File: src/rtl/shake_squeeze_streamer.sv
// SHAKE squeeze-output stage: serialises Keccak rate blocks into W-bit words with last/zero-masking.
// Optional byte-lane keep output (data_out_keep) is compiled in when SHAKE_STREAM_KEEP_EN is defined.
module shake_squeeze_streamer #(
  parameter int         W                 = 64,
  parameter int         RATE_MAX          = 1344,
  parameter int         SIZE_W            = 32,
  parameter logic [1:0] SHAKE256_MODE_VEC = 2'b01
) (
  input  logic                clk,
  input  logic                rst,
  input  logic                start,
  input  logic [SIZE_W-1:0]   output_size,
  input  logic [1:0]          operation_mode,
  input  logic [RATE_MAX-1:0] rate_output,
  input  logic                block_valid,
  output logic                block_ready,
  output logic                squeeze_req,
  output logic [W-1:0]        data_out,
  output logic                data_out_valid,
  input  logic                data_out_ready,
  output logic                data_out_last,
`ifdef SHAKE_STREAM_KEEP_EN
  output logic [W/8-1:0]      data_out_keep,
`endif
  output logic                done
);

  localparam int BPW    = W / 8;
  localparam int BPW_LG = $clog2(BPW);
  localparam int CNT_W  = SIZE_W - 3;
  localparam int WCNT_W = $clog2(1344 / W + 1);
  localparam logic [WCNT_W-1:0] RW128 = WCNT_W'(1344 / W);
  localparam logic [WCNT_W-1:0] RW256 = WCNT_W'(1088 / W);

  typedef enum logic [1:0] {IDLE, WAIT_BLK, DRAIN, FIN} state_t;

  state_t              state, state_nxt;
  logic [CNT_W-1:0]    bytes_left;
  logic [WCNT_W-1:0]   rate_words;
  logic [WCNT_W-1:0]   words_blk;
  logic [RATE_MAX-1:0] buffer;
  logic                sq_nxt;

  logic                drain, hs, is_last;
  logic [CNT_W-1:0]    take, bytes_nxt;
  logic [CNT_W:0]      blk_need;
  logic [WCNT_W-1:0]   words_load;
  logic [BPW-1:0]      keep;
  logic                unused_size_bits;

  // Lanes holding valid bytes: the r upper lanes of the final word, all lanes otherwise.
  function automatic logic [BPW-1:0] lane_keep(input logic [CNT_W-1:0] bl);
    logic [CNT_W-1:0] r;
    logic [BPW-1:0]   k;
    r = bl % CNT_W'(BPW);
    k = '1;
    if (bl <= CNT_W'(BPW) && r != '0) begin
      for (int i = 0; i < BPW; i++) k[i] = (CNT_W'(i) >= (CNT_W'(BPW) - r));
    end
    return k;
  endfunction

  function automatic logic [W-1:0] apply_mask(input logic [W-1:0] w, input logic [BPW-1:0] k);
    logic [W-1:0] m;
    for (int i = 0; i < BPW; i++) m[8*i +: 8] = k[i] ? w[8*i +: 8] : 8'h00;
    return m;
  endfunction

  assign unused_size_bits = ^output_size[2:0];

  assign drain     = (state == DRAIN);
  assign hs        = drain && data_out_ready;
  assign is_last   = (bytes_left <= CNT_W'(BPW));
  assign take      = is_last ? bytes_left : CNT_W'(BPW);
  assign bytes_nxt = bytes_left - take;
  assign blk_need  = ({1'b0, bytes_left} + (CNT_W+1)'(BPW - 1)) >> BPW_LG;
  assign words_load = (blk_need > (CNT_W+1)'(rate_words)) ? rate_words : WCNT_W'(blk_need);
  assign keep      = lane_keep(bytes_left);

  assign block_ready    = (state == WAIT_BLK);
  assign data_out_valid = drain;
  assign data_out_last  = drain && is_last;
  assign data_out       = drain ? apply_mask(buffer[W-1:0], keep) : '0;
  assign done           = (state == FIN);
`ifdef SHAKE_STREAM_KEEP_EN
  assign data_out_keep  = drain ? keep : '0;
`endif

  always_comb begin
    state_nxt = state;
    sq_nxt    = 1'b0;
    case (state)
      IDLE:     if (start) state_nxt = (output_size[SIZE_W-1:3] != '0) ? WAIT_BLK : FIN;
      WAIT_BLK: if (block_valid) state_nxt = DRAIN;
      DRAIN: begin
        if (hs && words_blk == WCNT_W'(1)) begin
          if (bytes_nxt == '0) begin
            state_nxt = FIN;
          end else begin
            state_nxt = WAIT_BLK;
            sq_nxt    = 1'b1;
          end
        end
      end
      FIN:      state_nxt = IDLE;
      default:  state_nxt = IDLE;
    endcase
  end

  always_ff @(posedge clk) begin
    if (!rst) begin
      state       <= IDLE;
      squeeze_req <= 1'b0;
    end else begin
      state       <= state_nxt;
      squeeze_req <= sq_nxt;
    end
  end

  // Request length, block load and PISO shift
  always_ff @(posedge clk) begin
    if (!rst) begin
      bytes_left <= '0;
      rate_words <= '0;
      words_blk  <= '0;
      buffer     <= '0;
    end else begin
      case (state)
        IDLE: begin
          if (start) begin
            bytes_left <= output_size[SIZE_W-1:3];
            rate_words <= (operation_mode == SHAKE256_MODE_VEC) ? RW256 : RW128;
          end
        end
        WAIT_BLK: begin
          if (block_valid) begin
            buffer    <= rate_output;
            words_blk <= words_load;
          end
        end
        DRAIN: begin
          if (hs) begin
            buffer     <= buffer >> W;
            bytes_left <= bytes_nxt;
            words_blk  <= words_blk - WCNT_W'(1);
          end
        end
        default: ;
      endcase
    end
  end

endmodule

File: config.mk
export PLATFORM = sky130hd
export DESIGN_NAME = shake_squeeze_streamer
export DESIGN_NICKNAME = d
export VERILOG_FILES = /design/src/rtl/shake_squeeze_streamer.sv
export SDC_FILE = /design/constraint.sdc
export NUM_CORES = 2
export LEC_CHECK = 0
export BUFFER_PORTS_ARGS = -buffer_cell sky130_fd_sc_hd__clkbuf_2
export CAP_MARGIN = 0
export CORE_AREA = 2 2 559 561
export DETAILED_ROUTE_END_ITERATION = 6
export DIE_AREA = 0 0 561 563
export PLACE_DENSITY = 0.4
export SYNTH_ARGS = -nofsm -noshare
export SYNTH_HDL_FRONTEND = slang
export SYNTH_SLANG_ARGS = --single-unit
File: constraint.sdc
create_clock -name clk -period 6.8 [get_ports clk]
set_input_delay 1.36 -clock clk [delete_from_list [all_inputs] [get_ports clk]]
set_output_delay 1.36 -clock clk [all_outputs]
set_load 0.02 [all_outputs]
==> impl_metrics.ini <==
[grt]
grt_antenna_before_repair = 127
grt.total_usage_pct = 19.89
grt_pass1_vias = 60310
grt_max_degree = 232
grt_pass1_wl_um = 455000
overflow = 0

[sta]
slew_headroom_pct = 8.877
worst_pin_slew_ns = 1.367
maxSlewViolCount = 0
finalCritPeriodShare_pct = 91.50
setup_viol = 0
min_period_ns = 6.222
rsz0062_at_grt = no
hold_viol = 0
max_freq_mhz = 160.7
finClkSkew_ns = 0.06672
tns_ns = 0

[pwr]
peakVddDrop_uv = 206.5
leakage_nw = 34.07
power_mw = 21.69
p_per_area_mw_per_mm2 = 279.8

[floorplanning]
row_count = 205
core-area_mm2 = 0.3104
die_w_um = 561
dieArea_mm2 = 0.3158
die_h_um = 563
ios = 1452
start_util_pct = 19.65

[layout]
final_common_cell = nand2_1
drive_above_1_share_pct = 20.23
nNetsFinal = 10210
fillCellCount = 34920
area_delta_synth_final_pct = 27.12
most-common-layout-cells = 2603 x nand2_1, 1447 x clkbuf_2, 1383 x dfxtp_1

[route]
viasPerCell = 4.738
drt-initial-drc-count = 5572
firstDrtPassIters = 5
drt-wirelength-per-cell_um = 25.19
via_count = 62340
drt-total-wl_um = 331500
drc = 0
ant_nets = 0

[cts]
clk_pin_slew_ns = 0.05
htree_levels = 4
cts.sinks = 1383
cts_hold_buf = 0
clk_latency_ns = 0.87
cts_buffer_depth = 4
cts-resized-gates = 0
root_buffer = clkbuf_16
cts_buffers = 176
cts_tree = done
postCtsSetupRepairBufs = 0

[logic_synthesis]
ys_seq_elements = 1383
ys_seq_area_share_pct = 45.40
syn_area_per_cell_um2 = 7.727
synth_xor_area_share_pct = 0.1724
ys_types = 70
syn_area_mm2 = 0.06098
ys.flop_type = dfxtp_1
syn-num-nets = 9283
muxShareOfSynthArea_pct = 0.05335
synth-simple-area-share_pct = 27.60
synth_compound_area_share_pct = 21.67
synthAdderAreaFrac_pct = 0.1847
synth_edf_count = 0
synth_warnings = 0
synth_cells = 7891
synthArstFlopShare_pct = 0
synth_top_family_by_area = simple AND/OR/NAND/NOR gates

[job]
maxCapViolations = 0

[placement]
dp_hpwl_um = 251300
gp_congestion = 0.9278
numPortBuffers = 1448

[critical_path]
start_kind = flip-flop
worstPathArrival_ns = 4.86
worstSetupEndpointType = output port
cp.required_ns = 5.44
critPathKind = reg -> out
cp_max_fo = 10

[run_status]
status = finished clean

[hold_path]
min_path_type = reg -> reg
cell type report:
cell class                      count  area [um^2]  share of cell area, %
Timing Repair Buffer             1522         8200                  10.58
Tap cell                         4140         5180                  6.683
Antenna cell                       67        167.7                 0.2163
Clock buffer                      263         5122                  6.609
Clock inverter                     49        738.2                 0.9524
Multi-Input combinational cell   5718        30340                  39.14
Inverter                           16        75.07                0.09685
Sequential cell                  1383        27690                  35.72
synth_stat cells, types with 32 or more instances:
cell      count  area share, %
a22oi_1      74           0.91
clkbuf_1    756            4.7
nand2_1    2603             16
and2_1       68           0.70
a311oi_1    918             13
o21ai_0      32           0.26
nand3_1     375            3.1
dfxtp_1    1383             45
nor2b_1      67           0.69
nor2_1      985            6.1
a21oi_1      38           0.31
o211a_1     368            6.0
state kept, by name (all words and copies together), names as in the netlist:
name and count:
state 2, buffer 1344, words_blk 5, bytes_left 29, rate_words 2, squeeze_req 1
stage by stage:
| stage | area, um^2 | worst slack, ns | utilization, % | hold WS (ns) | instances |
|---|---|---|---|---|---|
| CTS | 77340 | 0.4736 | 24.92 | 0.4473 | 13090 |
| finish | 77510 | 0.5780 | 24.97 | 0.4634 | 13160 |
| global route | 77440 | 0.3133 | 24.95 | 0.4864 | 13130 |
| detailed placement | 71480 | 1.396 | 23.03 | 0.4686 | 12780 |
| global placement | 71480 | 1.548 | 23.03 | 0.4628 | 12780 |
| floorplan | 60980 | 2.775 | - | 0.4550 | 7891 |
routing by layer:
layer | vias up | GRT usage, % | wire (um)
li1 | 29480 | - | -
met1 | 29950 | 25.64 | 142600
met2 | 2358 | 32.50 | 151600
met3 | 491 | 3.952 | 23170
met4 | 62 | 7.780 | 13760
met5 | - | 0 | 370
worst paths after layout:
path | from | endpoint | slack [ns] | cells after the start
setup reg to reg | bytes_left[10]$_SDFFE_PN0P_ | squeeze_req$_SDFF_PN0_ | 2.16 | 14
hold / removal | buffer[140]$_SDFFE_PN0P_ | buffer[76]$_SDFFE_PN0P_ | 0.46 | 2
setup / recovery | bytes_left[1]$_SDFFE_PN0P_ | data_out[17] | 0.58 | 10
hold reg to reg | buffer[140]$_SDFFE_PN0P_ | buffer[76]$_SDFFE_PN0P_ | 0.46 | 2
where the power goes:
| part | internal, mW | switching [mW] |
|---|---|---|
| clock | 5.72 | 4.02 |
| sequential | 8.74 | 0.449 |
| combinational | 1.06 | 1.70 |
| total | 15.5 | 6.17 |
critical path, cell delays in order, from the launching register on:
cell      delay, ns
dfxtp_1        0.57
inv_1          0.14
ha_1           0.26
nor2b_1        0.22
o2111a_1       0.38
nand2_1        0.20
nor2_4         0.09
a21oi_1        0.71
a21boi_0       1.01
and2_1         0.28
clkbuf_2       0.19
logic make-up after synthesis:
logic type      count (synthesis)
other cells                     1
buf+inv                       790
xor+xnor                       12
compound gates               1499
mux                             3
simple gates                 4194
fa+ha+maj                       9
flops                        1383
(Power assumes the default switching activity.)
